$ cat src/rtl/hsv2rgb_pkg.sv
// Shared constants and the hue-sector type for the hsv2rgb_stream converter.
package hsv2rgb_pkg;

   localparam int HUE_FULL   = 360;
   localparam int HUE_SECTOR = 60;
   localparam int RECIP60_K  = 1093;
   localparam int RECIP60_SH = 16;

   typedef enum logic [2:0] {
      SECTOR_0 = 3'd0,
      SECTOR_1 = 3'd1,
      SECTOR_2 = 3'd2,
      SECTOR_3 = 3'd3,
      SECTOR_4 = 3'd4,
      SECTOR_5 = 3'd5
   } sector_e;

   // Odd sectors run the fractional ramp downwards.
   function automatic logic sector_is_odd(input sector_e sec);
      return sec[0];
   endfunction

endpackage

$ cat src/rtl/hsv_sector_decode.sv
// Hue wrap to 0..359 plus sector (h/60) and in-sector offset, registered on the stage-1 enable.
module hsv_sector_decode
   import hsv2rgb_pkg::*;
#(
   parameter int H_W = 9
)(
   input  logic           clk,
   input  logic           rst,
   input  logic           en,
   input  logic [H_W-1:0] h,
   output sector_e        sector_r,
   output logic [5:0]     f_r
);

   localparam int            HX     = H_W + 2;
   localparam logic [HX-1:0] FULL_X = HX'(HUE_FULL);
   localparam logic [8:0]    T1     = 9'(1 * HUE_SECTOR);
   localparam logic [8:0]    T2     = 9'(2 * HUE_SECTOR);
   localparam logic [8:0]    T3     = 9'(3 * HUE_SECTOR);
   localparam logic [8:0]    T4     = 9'(4 * HUE_SECTOR);
   localparam logic [8:0]    T5     = 9'(5 * HUE_SECTOR);

   logic [HX-1:0] h_x_s;
   logic [8:0]    h_wrap_s;
   sector_e       sector_s;
   logic [5:0]    f_s;

   assign h_x_s = HX'(h);

   if (H_W > 9) begin : g_wide
      localparam logic [HX-1:0] TWO_X = HX'(2 * HUE_FULL);
      // Wide hue: single subtract for the common case, modulo beyond two turns.
      always_comb begin
         if (h_x_s < FULL_X) begin
            h_wrap_s = 9'(h_x_s);
         end else if (h_x_s < TWO_X) begin
            h_wrap_s = 9'(h_x_s - FULL_X);
         end else begin
            h_wrap_s = 9'(h_x_s % FULL_X);
         end
      end
   end else begin : g_narrow
      // A 9-bit hue never reaches 720, so one subtract is enough.
      always_comb begin
         if (h_x_s < FULL_X) begin
            h_wrap_s = 9'(h_x_s);
         end else begin
            h_wrap_s = 9'(h_x_s - FULL_X);
         end
      end
   end

   // Compare chain picks the sector and the offset inside it.
   always_comb begin
      if (h_wrap_s >= T5) begin
         sector_s = SECTOR_5;
         f_s      = 6'(h_wrap_s - T5);
      end else if (h_wrap_s >= T4) begin
         sector_s = SECTOR_4;
         f_s      = 6'(h_wrap_s - T4);
      end else if (h_wrap_s >= T3) begin
         sector_s = SECTOR_3;
         f_s      = 6'(h_wrap_s - T3);
      end else if (h_wrap_s >= T2) begin
         sector_s = SECTOR_2;
         f_s      = 6'(h_wrap_s - T2);
      end else if (h_wrap_s >= T1) begin
         sector_s = SECTOR_1;
         f_s      = 6'(h_wrap_s - T1);
      end else begin
         sector_s = SECTOR_0;
         f_s      = 6'(h_wrap_s);
      end
   end

   // Stage-1 register for the decoded hue.
   always_ff @(posedge clk or posedge rst) begin
      if (rst) begin
         sector_r <= SECTOR_0;
         f_r      <= 6'd0;
      end else if (en) begin
         sector_r <= sector_s;
         f_r      <= f_s;
      end
   end

endmodule

$ cat src/rtl/hsv2rgb_stream.sv
// Five-stage valid/ready HSV-to-RGB stream converter with delay-matched sideband.
// Optional sticky range_err output is enabled by defining HSV2RGB_RANGE_ERR_EN.
module hsv2rgb_stream
   import hsv2rgb_pkg::*;
#(
   parameter int PIX_W = 8,
   parameter int H_W   = 9,
   parameter int S_W   = 11,
   parameter int SB_W  = 3
)(
   input  logic             clk,
   input  logic             rst,
   input  logic             in_valid,
   output logic             in_ready,
   input  logic [H_W-1:0]   in_h,
   input  logic [S_W-1:0]   in_s,
   input  logic [PIX_W-1:0] in_v,
   input  logic [SB_W-1:0]  in_sb,
   output logic             out_valid,
   input  logic             out_ready,
   output logic [PIX_W-1:0] out_r,
   output logic [PIX_W-1:0] out_g,
   output logic [PIX_W-1:0] out_b,
   output logic [SB_W-1:0]  out_sb
`ifdef HSV2RGB_RANGE_ERR_EN
   ,
   output logic             range_err
`endif
);

   localparam int              PS_W   = PIX_W + S_W;
   localparam int              P_W    = PIX_W + 6;
   localparam int              X_W    = P_W + 11;
   localparam logic [S_W-1:0]  S_ONE  = {1'b1, {(S_W-1){1'b0}}};
   localparam logic [PS_W-1:0] C_RND  = PS_W'({2'b01, {(S_W-2){1'b0}}});
   localparam logic [5:0]      F_SPAN = 6'(HUE_SECTOR);

   logic             pipe_en_s;
   logic [S_W-1:0]   s_clamp_s;

   logic             s1_valid_r;
   sector_e          s1_sector_r;
   logic [5:0]       s1_f_r;
   logic [S_W-1:0]   s1_s_r;
   logic [PIX_W-1:0] s1_v_r;
   logic [SB_W-1:0]  s1_sb_r;

   logic             s2_valid_r;
   sector_e          s2_sector_r;
   logic [5:0]       s2_feff_r;
   logic [PIX_W-1:0] s2_c_r;
   logic [PIX_W-1:0] s2_v_r;
   logic [SB_W-1:0]  s2_sb_r;

   logic             s3_valid_r;
   sector_e          s3_sector_r;
   logic [PIX_W-1:0] s3_c_r;
   logic [PIX_W-1:0] s3_m_r;
   logic [P_W-1:0]   s3_p_r;
   logic [SB_W-1:0]  s3_sb_r;

   logic             s4_valid_r;
   sector_e          s4_sector_r;
   logic [PIX_W-1:0] s4_c_r;
   logic [PIX_W-1:0] s4_m_r;
   logic [PIX_W-1:0] s4_x_r;
   logic [SB_W-1:0]  s4_sb_r;

   logic [PIX_W-1:0] cm_s;
   logic [PIX_W-1:0] xm_s;
   logic [PIX_W-1:0] r_s;
   logic [PIX_W-1:0] g_s;
   logic [PIX_W-1:0] b_s;

   // Whole pipeline advances together; a stalled full output freezes every stage.
   assign pipe_en_s = out_ready | ~out_valid;
   assign in_ready  = pipe_en_s;

   // Saturation above 1.0 is clamped to 1.0.
   always_comb begin
      if (in_s > S_ONE) begin
         s_clamp_s = S_ONE;
      end else begin
         s_clamp_s = in_s;
      end
   end

   hsv_sector_decode #(
      .H_W      (H_W)
   ) u_sector_decode (
      .clk      (clk),
      .rst      (rst),
      .en       (pipe_en_s),
      .h        (in_h),
      .sector_r (s1_sector_r),
      .f_r      (s1_f_r)
   );

   // Stages 1-4: capture inputs, chroma, m/product, then X via reciprocal of 60.
   always_ff @(posedge clk or posedge rst) begin
      if (rst) begin
         s1_valid_r  <= 1'b0;
         s1_s_r      <= '0;
         s1_v_r      <= '0;
         s1_sb_r     <= '0;
         s2_valid_r  <= 1'b0;
         s2_sector_r <= SECTOR_0;
         s2_feff_r   <= 6'd0;
         s2_c_r      <= '0;
         s2_v_r      <= '0;
         s2_sb_r     <= '0;
         s3_valid_r  <= 1'b0;
         s3_sector_r <= SECTOR_0;
         s3_c_r      <= '0;
         s3_m_r      <= '0;
         s3_p_r      <= '0;
         s3_sb_r     <= '0;
         s4_valid_r  <= 1'b0;
         s4_sector_r <= SECTOR_0;
         s4_c_r      <= '0;
         s4_m_r      <= '0;
         s4_x_r      <= '0;
         s4_sb_r     <= '0;
      end else if (pipe_en_s) begin
         s1_valid_r  <= in_valid;
         s1_s_r      <= s_clamp_s;
         s1_v_r      <= in_v;
         s1_sb_r     <= in_sb;

         s2_valid_r  <= s1_valid_r;
         s2_sector_r <= s1_sector_r;
         s2_feff_r   <= sector_is_odd(s1_sector_r) ? (F_SPAN - s1_f_r) : s1_f_r;
         s2_c_r      <= PIX_W'((PS_W'(s1_v_r) * PS_W'(s1_s_r) + C_RND) >> (S_W - 1));
         s2_v_r      <= s1_v_r;
         s2_sb_r     <= s1_sb_r;

         s3_valid_r  <= s2_valid_r;
         s3_sector_r <= s2_sector_r;
         s3_c_r      <= s2_c_r;
         s3_m_r      <= s2_v_r - s2_c_r;
         s3_p_r      <= P_W'(s2_c_r) * P_W'(s2_feff_r);
         s3_sb_r     <= s2_sb_r;

         s4_valid_r  <= s3_valid_r;
         s4_sector_r <= s3_sector_r;
         s4_c_r      <= s3_c_r;
         s4_m_r      <= s3_m_r;
         s4_x_r      <= PIX_W'((X_W'(s3_p_r) * X_W'(RECIP60_K)) >> RECIP60_SH);
         s4_sb_r     <= s3_sb_r;
      end
   end

   assign cm_s = s4_c_r + s4_m_r;
   assign xm_s = s4_x_r + s4_m_r;

   // Sector mux; both sums are bounded by V so no saturation is needed.
   always_comb begin
      case (s4_sector_r)
         SECTOR_0: begin r_s = cm_s;   g_s = xm_s;   b_s = s4_m_r; end
         SECTOR_1: begin r_s = xm_s;   g_s = cm_s;   b_s = s4_m_r; end
         SECTOR_2: begin r_s = s4_m_r; g_s = cm_s;   b_s = xm_s;   end
         SECTOR_3: begin r_s = s4_m_r; g_s = xm_s;   b_s = cm_s;   end
         SECTOR_4: begin r_s = xm_s;   g_s = s4_m_r; b_s = cm_s;   end
         SECTOR_5: begin r_s = cm_s;   g_s = s4_m_r; b_s = xm_s;   end
         default:  begin r_s = cm_s;   g_s = xm_s;   b_s = s4_m_r; end
      endcase
   end

   // Stage 5: registered outputs.
   always_ff @(posedge clk or posedge rst) begin
      if (rst) begin
         out_valid <= 1'b0;
         out_r     <= '0;
         out_g     <= '0;
         out_b     <= '0;
         out_sb    <= '0;
      end else if (pipe_en_s) begin
         out_valid <= s4_valid_r;
         out_r     <= r_s;
         out_g     <= g_s;
         out_b     <= b_s;
         out_sb    <= s4_sb_r;
      end
   end

`ifdef HSV2RGB_RANGE_ERR_EN
   localparam logic [H_W-1:0] H_LIMIT = H_W'(HUE_FULL);

   // Sticky flag: any accepted pixel with hue beyond 360 or saturation beyond 1.0.
   always_ff @(posedge clk or posedge rst) begin
      if (rst) begin
         range_err <= 1'b0;
      end else if (in_valid && pipe_en_s && ((in_h > H_LIMIT) || (in_s > S_ONE))) begin
         range_err <= 1'b1;
      end
   end
`endif

endmodule
$ cat config.mk
export PLATFORM = sky130hd
export DESIGN_NAME = hsv2rgb_stream
export DESIGN_NICKNAME = d
export VERILOG_FILES = /design/src/rtl/hsv2rgb_pkg.sv /design/src/rtl/hsv_sector_decode.sv /design/src/rtl/hsv2rgb_stream.sv
export SDC_FILE = /design/constraint.sdc
export NUM_CORES = 1
export LEC_CHECK = 0
export CORE_UTILIZATION = 45
export CTS_BUF_LIST = sky130_fd_sc_hd__clkbuf_4
export DETAILED_ROUTE_END_ITERATION = 7
export PLACE_DENSITY = 0.69
export SLEW_MARGIN = 20
export SYNTH_ARGS = -nofsm -noshare
export SYNTH_HDL_FRONTEND = slang
export SYNTH_SLANG_ARGS = --single-unit
$ cat constraint.sdc
create_clock -name clk -period 6.2 [get_ports clk]
set_clock_uncertainty 0.1 [all_clocks]
set_input_delay 1.24 -clock clk [delete_from_list [all_inputs] [get_ports clk]]
set_output_delay 1.24 -clock clk [all_outputs]
set_load 0.01 [all_outputs]
# Word level (Yosys, flattened, before mapping)
# Index checks and enable logic that the tools add are counted.
[word_totals]
register_bits = 157
inputBits = 35
output_inout_bits = 29
wordCells = 79
[op_classes]
n_addsub = 11
multipliers = 3
magnitude_cmp = 7
n_eq_ne = 5
muxes = 16
bitwise = 2
reduce_logical = 6
[ops]
columns = ["cell", "count"]
rows = [
  ["case mux 8 bit (2 select lines)", 3],
  ["two-way mux 6 bit", 6],
  ["subtractor 6 bit, second input constant", 5],
  ["multiplier 14 x 11 -> 24 bit, second input constant", 1],
  ["adder 18 x 10 -> 18 bit, second input constant", 1],
  ["greater-or-equal comparator 9 x 8 -> 1 bit, second input constant", 2],
  ["multiplier 8 x 11 -> 18 bit", 1],
  ["adder 8 bit", 2],
  ["multiplier 8 x 6 -> 14 bit", 1],
  ["two-way mux 3 bit", 4],
  ["OR reduction 2 bit", 6],
  ["greater-than comparator 11 bit, second input constant", 1],
  ["two-way mux 11 bit", 1],
  ["greater-or-equal comparator 9 x 6 -> 1 bit, second input constant", 1],
  ["greater-or-equal comparator 9 x 7 -> 1 bit, second input constant", 1],
  ["greater-or-equal comparator 9 bit, second input constant", 1],
  ["less-than comparator 9 bit, second input constant", 1],
  ["two-way mux 9 bit", 1],
  ["subtractor 9 bit, second input constant", 1],
  ["subtractor 8 bit", 1],
  ["equality test 3 x 2 -> 1 bit, second input constant", 2],
  ["equality test 3 bit, second input constant", 2],
  ["subtractor 6 bit, first input constant", 1],
  ["equality test 3 x 1 -> 1 bit, second input constant", 1],
  ["other kinds (3)", 3],
]

# Logic depth before layout (Yosys ltp)
# Gate-level depths: netlist of the first run.
[depth]
depth_word = 8
depth_mapped = 18
ltp_nobuf = 17

# By module
# A second synthesis of the first run with hierarchy kept.
[hier_totals]
hier_cells = 1673
area_unflattened_um2 = 14277.4
[modules_own_cells]
columns = ["module", "n_inst", "cells_per_inst", "area_each_um2", "seq_area_each_um2"]
rows = [
  ["hsv2rgb_stream", 1, 1539, 13200.2, 3703.6],
  ["hsv_sector_decode", 1, 134, 1077.3, 225.2],
]

# Worst setup path after synthesis of the first run
# Ideal clock, no wire load.
[synth_path]
kind = "reg2reg"
start = "register s1_v_r[7]"
end = "register s2_c_r[7]"
setup_ns = 0.130
t_arrival_ns = 4.430
t_required_ns = 5.970
setup_slack_ns = 1.540
path_stages_with_launch = 18
path_buffers = 1
synth_period_minus_slack_ns = 4.660
path_cell_list = "dfrtp_1 > clkbuf_1 > nand2_1 > fa_1 > fa_1 > inv_1 > fa_1 > inv_1 > fa_1 > inv_1 > ha_1 > o21a_1 > o21ai_0 > o311a_1 > o311ai_1 > a21oi_1 > xnor2_1 > o21ai_1"
[synth_between]
elab_chain_cells = 2
[synth_lines]
columns = ["element", "line_no", "text"]
rows = [
  ["start, declared", "hsv2rgb_stream.sv:45", "logic [PIX_W-1:0] s1_v_r;"],
  ["start signal, assigned", "hsv2rgb_stream.sv:127", "s1_v_r <= in_v;"],
  ["multiplier 8 x 11 -> 18 bit", "hsv2rgb_stream.sv:133", "s2_c_r <= PIX_W'((PS_W'(s1_v_r) * PS_W'(s1_s_r) + C_RND) >> (S_W - 1));"],
  ["adder 18 x 10 -> 18 bit", "hsv2rgb_stream.sv:133", ""],
  ["end signal, assigned", "hsv2rgb_stream.sv:133", ""],
  ["end, declared", "hsv2rgb_stream.sv:51", "logic [PIX_W-1:0] s2_c_r;"],
]
# No other way between the ends.
# A chain may end at the register's enable or synchronous reset.

# Worst setup path in the final report of the first run
[layout_path]
start = "register s1_v_r[7]"
end = "register s2_c_r[5]"
# Same word-level chain as after synthesis.

==> results of run 1 <==
[stage by stage]
stage | area, um^2 | cells | utilization | setup WS (ns)
2_1_floorplan | 13910 | 1617 | - | 0.6251
3_3_place_gp | 14830 | 2008 | 0.4939 | 1.176
3_5_place_dp | 14830 | 2008 | 0.4939 | 1.111
4_1_cts | 15120 | 2040 | 0.5036 | 1.260
5_1_grt | 15130 | 2041 | 0.5036 | 0.9496
6_report | 15130 | 2041 | 0.5036 | 1.234
[path summary, 6_finish.rpt]
check                                 from    endpoint  slack [ns]  depth (start not counted)
worst min register to register  s4_valid_r  s4_valid_r        0.38                          2
worst min-delay path            s4_valid_r  s4_valid_r        0.38                          2
worst max-delay path             s1_v_r[7]   s2_c_r[5]        1.23                         15
worst max register to register   s1_v_r[7]   s2_c_r[5]        1.23                         15
max in group asynchronous              rst   s2_c_r[6]        3.93                          3
min in group asynchronous              rst    out_g[7]        1.00                          2
[worst register-to-register path, cell delays in order, from the launching register on]
cell and delay [ns]:
dfrtp_1 0.61, nand2_1 0.14, fa_1 0.53, fa_1 0.54, inv_1 0.06, fa_1 0.53, inv_1 0.05, fa_1 0.52
inv_1 0.04, ha_1 0.20, a2111oi_0 0.53, o311a_1 0.35, o21ai_0 0.18, a21oi_1 0.20, xor2_1 0.15, o21ai_0 0.08
[placed cells by master, fill, tap and decap left out, types with 8 or more instances in the layout]
master / instances
nand2_1: 338
inv_1: 177
ha_1: 161
dfrtp_1: 157
and2_1: 96
fa_1: 92
o21ai_0: 90
a21oi_1: 81
nor2_1: 72
clkdlybuf4s50_1: 63
xnor2_1: 37
xor2_1: 20
clkbuf_4: 17
nand3_1: 16
o21bai_1: 13
nor3_1: 12
nand3b_1: 11
a21o_1: 10
o22ai_1: 9
a31oi_1: 9
buf_4: 8
[cell families (layout without fill, tap and decap cells)]
logic type,count (synthesis),after routing,share of synthesized area
and+or+nand+nor,586,586,0.1892
AOI/OAI and AO/OA,304,304,0.1385
adders and majority gates,253,253,0.2773
buffers and inverters,251,284,0.06810
DFF,157,157,0.2825
xor gates and xnor gates,58,58,0.03707
muxes,8,8,0.007378
other,0,1,0
[metal layers]
layer | global-route usage | wire length [um]
met4 | 0.05342 | 522
met3 | 0.02763 | 896
met1 | 0.2699 | 13870
met5 | 0 | 0
met2 | 0.3327 | 14150
[final cells by class]
type / count / area, um^2 / share of cell area
clock inverters: 15 / 162.7 / 0.01075
inverters: 181 / 686.9 / 0.04541
repair buffers: 71 / 690.7 / 0.04566
multi-input cells: 1209 / 9039 / 0.5976
flip-flops and latches: 157 / 3929 / 0.2597
clock buffers: 17 / 127.6 / 0.008437
diodes: 1 / 2.502 / 0.0001654
well taps: 390 / 488.0 / 0.03226
==> metrics.yaml, run 1 <==
outcome: "complete, no violations"
synthFlopType: "dfrtp_1"
hold_class: "reg -> reg"
clk_pin_slew_worst_paths_ns: 0.18
cts-root-buf: "clkbuf_4"
pin_count: 64
io_buffer_count: 63
wl_per_cell_um: 14.43
cp_slowest_cell: "dfrtp_1"
fin_nets: 1925
slew_violations: 0
grt_use_total: 0.1992
largest_reg_flops: 14
yosys_warnings: 0
hpwl_um: 22070
ys_ff_latch: 157
yosys.area.top_type: "dfrtp_1"
yosysUniqueCellTypes: 75
fin_crit_ns: 4.966
synth_edf_count: 0
drtIter0Drc: 800
ant_nets: 0
critPathMaxStageDelay_ns: 0.61
via_per_inst: 5.270
grt_max_degree: 87
grt_pass1_wl_um: 50740
rsz0062_at_grt: "no"
core-area_um2: 30030
finalSetupTns_ns: 0
worstPathRequired_ns: 6.55
antenna_found_initial: 1
slew_headroom: 0.3102
cts_tree: "done"
post-route-period-util: 0.8009
hold_slack_ns: 0.3839
yosysTopAreaCellShare: 0.2825
post-synth-top-count-cell: "nand2_1"
path_buf_inv: 3
initial_core_util: 0.4631
dieArea_um2: 31610
drc: 0
ctsResizeCount: 0
via_count: 10760
drt-total-wl_um: 29440
syn_inst: 1617
setup_viol: 0
synthArstFlopShare: 1.000
fillers: 2876
worst_setup_path_start_kind: "register"
clock-sinks: 157
tightestPinTransition_ns: 1.035
fp-row-count: 63
numCtsBuffers: 17
syn_avg_cell_area_um2: 8.601
fmax_ghz: 0.2014
cp_max_fo: 13
synth_nets: 1905
grt_pass1_vias: 10600
largest_register: "s3_p_r"
firstDrtPassIters: 6
syn_to_final_growth_pct: 8.763
path_cells: "nand2_1, fa_1, fa_1, inv_1, fa_1, inv_1, fa_1, inv_1, ha_1, a2111oi_0, o311a_1, o21ai_0, a21oi_1, xor2_1, o21ai_0"
routabilityCongestion: 0.8975
cts_setup_buffers: 0
seq_area_frac_synth: 0.2825
die_h_um: 177.8
top_regs: "s3_p_r (14), s1_s_r (11)"
cp_top_family: "adder cells"
holdBufCountCts: 0
synthesis.area_um2: 13910
hold_viol_final: 0
drive_above_1_share: 0.03818
ys_top_cells_by_area: "dfrtp_1, ha_1, fa_1, nand2_1, inv_1"
die_width_um: 177.8
grt_remaining_overflow: 0
timing.critical_path.mode_cell: "fa_1"
drv_cap: 0
cts_buffer_depth: 2
insertion_delay_ns: 0.61
critical_path_class: "reg -> reg"
htreeDepth: 4
synth_common_cells: "nand2_1, inv_1, ha_1"
arrival_ns: 5.32
endpoint_kind: "register"
Power of run 1 is left out: the tool's default activity adds up to more than one toggle a clock period on the data nets, which glitch-free logic cannot reach.
==> run 2, diff against run 1 <==
--- a/config.mk
+++ b/config.mk
@@ -8,7 +8,7 @@
 export CORE_UTILIZATION = 45
 export CTS_BUF_LIST = sky130_fd_sc_hd__clkbuf_4
 export DETAILED_ROUTE_END_ITERATION = 7
-export PLACE_DENSITY = 0.69
+export PLACE_DENSITY = 0.72
 export SLEW_MARGIN = 20
 export SYNTH_ARGS = -nofsm -noshare
 export SYNTH_HDL_FRONTEND = slang
==> constraint.sdc (replaced) <==
create_clock -name clk -period 4 [get_ports clk]
set_clock_uncertainty 0.1 [all_clocks]
set_input_delay 0.8 -clock clk [delete_from_list [all_inputs] [get_ports clk]]
set_output_delay 0.8 -clock clk [all_outputs]
set_load 0.01 [all_outputs]
==> run 2 against run 1 <==
Net effect: the run now ends with setup timing left; worst setup slack got worse by 1.6 ns; maximum frequency increased by 13%; first-iteration DRC count grew 3.1%; via count up 6.3%; utilization increased by 5.2 points; die area unchanged; register-to-register slack got worse by 1.6 ns; critical endpoint is now s2_c_r[6].
==> metrics.yaml, run 2 (synthesized netlist as in run 1, its figures left out) <==
outcome: "finished with violations"  # was complete, no violations
violations: "setup timing"
initial_core_util: 0.4631  # unchanged
worstReg2RegStart: "s1_v_r[4]"  # was s1_v_r[7]
post-route-period-util: 1.100  # was 0.8009
hpwl_um: 24070  # was 22070 um
min-delay-start: "s3_c_r[5]"  # was s4_valid_r
endpoint_kind: "register"  # unchanged
fillers: 2624  # was 2876
drive_above_1_share: 0.1593  # was 0.03818
fp-row-count: 63  # unchanged
multi_input_area_um2: 9545  # was 9039 um^2
htreeDepth: 4  # unchanged
clock-sinks: 157  # unchanged
fmax_ghz: 0.2272  # was 0.2014 GHz
die_h_um: 177.8  # unchanged
drt-total-wl_um: 32610  # was 29440 um
worst_slack_ns: -0.4009  # was 1.234 ns
drv_cap: 0  # unchanged
cp_max_fo: 7  # was 13
grt_use_total: 0.2141  # was 0.1992
critical_path_class: "reg -> reg"  # unchanged
holdBufCountCts: 0  # unchanged
top_regs: "s3_p_r (14), s1_s_r (11)"  # unchanged
routabilityCongestion: 0.9339  # was 0.8975
layout_commonest_cell: "nand2_1"  # unchanged
startpoint: "s1_v_r[4]"  # was s1_v_r[7]
grt_pass1_vias: 11500  # was 10600
drc: 0  # unchanged
tightestPinTransition_ns: 1.051  # was 1.035 ns
drtIter0Drc: 825  # was 800
hold_class: "reg -> reg"  # unchanged
largest_register: "s3_p_r"  # unchanged
numCtsBuffers: 17  # unchanged
insertion_delay_ns: 0.60  # was 0.61 ns
ant_nets: 0  # unchanged
grt_max_degree: 160  # was 87
antenna_found_initial: 1  # unchanged
dieArea_um2: 31610  # unchanged
grt_remaining_overflow: 0  # unchanged
slew_headroom: 0.2990  # was 0.3102
worst_setup_path_start_kind: "register"  # unchanged
layout_common_cells: "nand2_1, inv_1, ha_1"  # unchanged
die_width_um: 177.8  # unchanged
cts-root-buf: "clkbuf_4"  # unchanged
clk_pin_slew_worst_paths_ns: 0.18  # about the same
io_buffer_count: 63  # unchanged
firstDrtPassIters: 5  # was 6
wl_per_cell_um: 15.05  # was 14.43 um
via_count: 11440  # was 10760
pin_count: 64  # unchanged
setup_viol: 8  # was 0
hold_viol_final: 0  # unchanged
slew_violations: 0  # unchanged
rsz0062_at_grt: "yes"  # was no
fin_nets: 2051  # was 1925
arrival_ns: 4.79  # was 5.32 ns
grt_pass1_wl_um: 54610  # was 50740 um
core-area_um2: 30030  # unchanged
cts_buffer_depth: 2  # unchanged
register_area_um2: 3950  # was 3929 um^2
finalSetupTns_ns: -2.207  # was 0 ns
syn_to_final_growth_pct: 19.98  # was 8.763%
cts_tree: "done"  # unchanged
largest_reg_flops: 14  # unchanged
worstPathRequired_ns: 4.39  # was 6.55 ns
via_per_inst: 5.277  # was 5.270
fin_crit_ns: 4.401  # was 4.966 ns
run 2: layout make-up:
class | instances | share of cell area
multi-input combinational | 1209 | 0.5721
sequential | 157 | 0.2367
timing repair buffer | 197 | 0.1007
inverter | 181 | 0.04109
tap | 390 | 0.02924
clock inverter | 15 | 0.01237
clock buffer | 17 | 0.007648
antenna | 1 | 0.0001500
run 2: worst paths after layout:
path | endpoint | slack (ns) | cells after the start
worst max register to register | s2_c_r[6] | -0.40 | 17
worst max-delay path | s2_c_r[6] | -0.40 | 17
worst min-delay path | s4_c_r[5] | 0.38 | 2
worst min register to register | s4_c_r[5] | 0.38 | 2
max in group asynchronous | s2_feff_r[2] | 2.42 | 4
min in group asynchronous | s3_p_r[1] | 0.41 | 2
run 2: timing repair:
item                                    in CTS  in global routing
setup buffers                                7                  8
gates resized for setup                     50                 57
endpoints found under the setup margin      13                 18
pin swaps                                   45                 41
run 2: metal layers:
metal / track usage / up-vias / share of wire
li1: - / 5612 / -
met1: 0.2747 / 5534 / 0.44
met2: 0.3792 / 249 / 0.51
met3: 0.02614 / 40 / 0.034
met4: 0.05556 / 0 / 0.019
met5: 0 / - / 0
run 2: worst max-delay path, cell delays in order, from the launching register on:
cell and delay (ns):
dfrtp_2 0.51, buf_6 0.15, nand2_4 0.05, fa_2 0.45
fa_1 0.55, inv_1 0.05, fa_1 0.47, inv_1 0.05
fa_1 0.49, inv_2 0.05, ha_4 0.24, o21a_1 0.12
o21ai_2 0.07, o311a_4 0.35, o311ai_2 0.24, buf_4 0.17
xnor2_2 0.11, o21ai_1 0.07
run 2: through the flow:
stage                     worst slack (ns)  utilization  instances  area (um^2)  hold WS [ns]
after global routing               -0.5258       0.5556       2167        16690        0.4043
after detailed placement           -0.5696       0.5245       2120        15750        0.3553
after floorplan                    -0.3109            -       1617        14020        0.3300
after CTS                          -0.4213       0.5443       2159        16350        0.3794
after global placement             -0.4580       0.5245       2120        15750        0.3491
final                              -0.4009       0.5556       2167        16690        0.3755
Power of run 2 is left out for the same reason.
==> run 3, diff against run 2 <==
--- a/config.mk
+++ b/config.mk
@@ -8,7 +8,6 @@
 export CORE_UTILIZATION = 45
 export CTS_BUF_LIST = sky130_fd_sc_hd__clkbuf_4
 export DETAILED_ROUTE_END_ITERATION = 7
-export PLACE_DENSITY = 0.72
 export SLEW_MARGIN = 20
 export SYNTH_ARGS = -nofsm -noshare
 export SYNTH_HDL_FRONTEND = slang
==> run 3 against run 2 <==
Net effect: the flow still finishes with violations (setup timing); utilization decreased by 0.21 points; register-to-register slack about the same; non-clock buffer count increased by 20; via count decreased by 1.8%; critical path type unchanged; critical endpoint is now s2_c_r[4].
==> metrics.yaml, run 3 (synthesized netlist as in run 1, its figures left out) <==
outcome: "finished with violations"  # unchanged
violations: "setup timing"  # unchanged
grt_max_degree: 158  # was 160
clk_pin_slew_worst_paths_ns: 0.14  # was 0.18 ns
hold_class: "reg -> reg"  # unchanged
insertion_delay_ns: 0.60  # about the same
cts-root-buf: "clkbuf_4"  # unchanged
drive_above_1_share: 0.1599  # was 0.1593
grt_pass1_wl_um: 54420  # was 54610 um
dpl_cell_area_um2: 15880  # was 15750 um^2
finalInstanceArea_um2: 16620  # was 16690 um^2
die_width_um: 177.8  # unchanged
timing.critical_path.mode_cell: "fa_1"  # unchanged
pin_count: 64  # unchanged
numCtsBuffers: 17  # unchanged
cp_max_fo: 4  # was 7
cts_tree: "done"  # unchanged
post-route-period-util: 1.102  # was 1.100
core-area_um2: 30030  # unchanged
drc: 0  # unchanged
wl_per_cell_um: 14.47  # was 15.05 um
largest_register: "s3_p_r"  # unchanged
hold_viol_final: 0  # unchanged
endpoint_kind: "register"  # unchanged
fmax_ghz: 0.2268  # was 0.2272 GHz
path_buf_inv: 4  # was 5
fin_nets: 2071  # was 2051
htreeDepth: 4  # unchanged
reg2reg_slack_ns: -0.41  # was -0.40 ns
slew_violations: 0  # unchanged
arrival_ns: 4.76  # was 4.79 ns
grt_remaining_overflow: 0  # unchanged
clock-sinks: 157  # unchanged
fp-row-count: 63  # unchanged
cp_top_family: "adder cells"  # unchanged
firstDrtPassIters: 5  # unchanged
grt_pass1_vias: 11330  # was 11500
critical_path_class: "reg -> reg"  # unchanged
tightestPinTransition_ns: 0.8531  # was 1.051 ns
grt_busiest_layer: "met2"  # unchanged
min-delay-start: "s2_sector_r[0]"  # was s3_c_r[5]
worstReg2RegStart: "s1_s_r[5]"  # was s1_v_r[4]
drv_cap: 0  # unchanged
dieArea_um2: 31610  # unchanged
holdBufCountCts: 0  # unchanged
cts_buffer_depth: 2  # unchanged
drt-total-wl_um: 31640  # was 32610 um
ant_nets: 0  # unchanged
routabilityCongestion: 0.8711  # was 0.9339
initial_core_util: 0.4631  # unchanged
place_ws_ns: -0.5390  # was -0.5696 ns
io_buffer_count: 63  # unchanged
worstPathRequired_ns: 4.35  # was 4.39 ns
worst_setup_path_start_kind: "register"  # unchanged
met2_usage: 0.3639  # was 0.3792
layout_common_cells: "nand2_1, inv_1, ha_1"  # unchanged
worst_slack_ns: -0.4095  # was -0.4009 ns
fillers: 2762  # was 2624
via_count: 11230  # was 11440
rsz0062_at_grt: "yes"  # unchanged
setup_viol: 9  # was 8
critPathMaxStageDelay_ns: 0.51  # was 0.55 ns
drtIter0Drc: 713  # was 825
syn_to_final_growth_pct: 19.53  # was 19.98%
via_per_inst: 5.139  # was 5.277
top_regs: "s3_p_r (14), s1_s_r (11)"  # unchanged
grt_use_total: 0.2129  # was 0.2141
layout_commonest_cell: "nand2_1"  # unchanged
slew_headroom: 0.4313  # was 0.2990
largest_reg_flops: 14  # unchanged
grt_use_met1: 0.2841  # was 0.2747
die_h_um: 177.8  # unchanged
antenna_found_initial: 1  # unchanged
hpwl_um: 23710  # was 24070 um
cp_slowest_cell: "fa_1"  # unchanged
path_cells: "buf_4, and2_1, fa_1, fa_1, fa_1, inv_1, fa_1, inv_2, ha_4, nand2_2, o311a_4, o21ai_1, buf_4, xnor2_1, a21oi_1"  # was buf_6, nand2_4, fa_2, fa_1, inv_1, fa_1, inv_1, fa_1, inv_2, ha_4, o21a_1, o21ai_2, o311a_4, o311ai_2, buf_4, xnor2_2, o21ai_1
fin_crit_ns: 4.409  # was 4.401 ns
startpoint: "s1_s_r[5]"  # was s1_v_r[4]
met3_usage: 0.02271  # was 0.02614
[run 3: cell types whose count changed in the layout (fill, tap and decap cells not counted), sizes merged]
cell      before  now
bufinv         2    0
buf          134  154
clkinv         9    5
inv          184  186
clkinvlp       1    4
[run 3: cell type report]
class / count / area, um^2 / share of cell area
Antenna cell: 1 / 2.502 / 0.0001505
Clock buffer: 17 / 127.6 / 0.007677
Clock inverter: 14 / 110.1 / 0.006624
Inverter: 181 / 685.7 / 0.04125
Multi-Input combinational cell: 1209 / 9425 / 0.5670
Sequential cell: 157 / 3946 / 0.2374
Tap cell: 390 / 488.0 / 0.02935
Timing Repair Buffer: 217 / 1838 / 0.1106
[run 3: worst paths after layout]
check / end / depth (start not counted)
setup / recovery: s2_c_r[4] / 15
hold / removal: s2_sector_r[0] / 2
hold reg to reg: s2_sector_r[0] / 2
setup reg to reg: s2_c_r[4] / 15
min in group asynchronous: u_sector_decode.f_r[0] / 3
max in group asynchronous: s1_v_r[5] / 3
[run 3: stage by stage]
step / hold WS, ns / std cells / util / TNS [ns]
4_1_cts: 0.3886 / 2177 / 0.5446 / -2.715
3_5_place_dp: 0.3525 / 2137 / 0.5287 / -4.630
5_1_grt: 0.4021 / 2186 / 0.5535 / -4.083
2_1_floorplan: 0.3300 / 1617 / - / -1.028
3_3_place_gp: 0.3498 / 2137 / 0.5287 / -4.016
6_report: 0.3832 / 2186 / 0.5535 / -2.428
[run 3: worst reg2reg max path, cell delays in order, from the launching register on]
cell and delay (ns):
dfrtp_2 0.47, buf_4 0.15, and2_1 0.16, fa_1 0.47
fa_1 0.51, fa_1 0.51, inv_1 0.05, fa_1 0.49
inv_2 0.05, ha_4 0.27, nand2_2 0.06, o311a_4 0.40
o21ai_1 0.23, buf_4 0.15, xnor2_1 0.11, a21oi_1 0.08
[run 3: layer usage]
layer  vias to the layer above  part of all wire  routed length, um
met2                       177              0.48              15330
met1                      5358              0.47              14900
li1                       5661                 -                  -
met4                         0             0.019                591
met3                        38             0.026                816
met5                         -                 0                  0
[run 3: repair_timing]
action,4_1_cts,5_1_grt
gates resized for setup,41,46
buffers inserted,9,9
gates cloned,0,0
endpoints found under the setup margin,15,18
pin swaps,30,28
Power of run 3 is left out for the same reason.
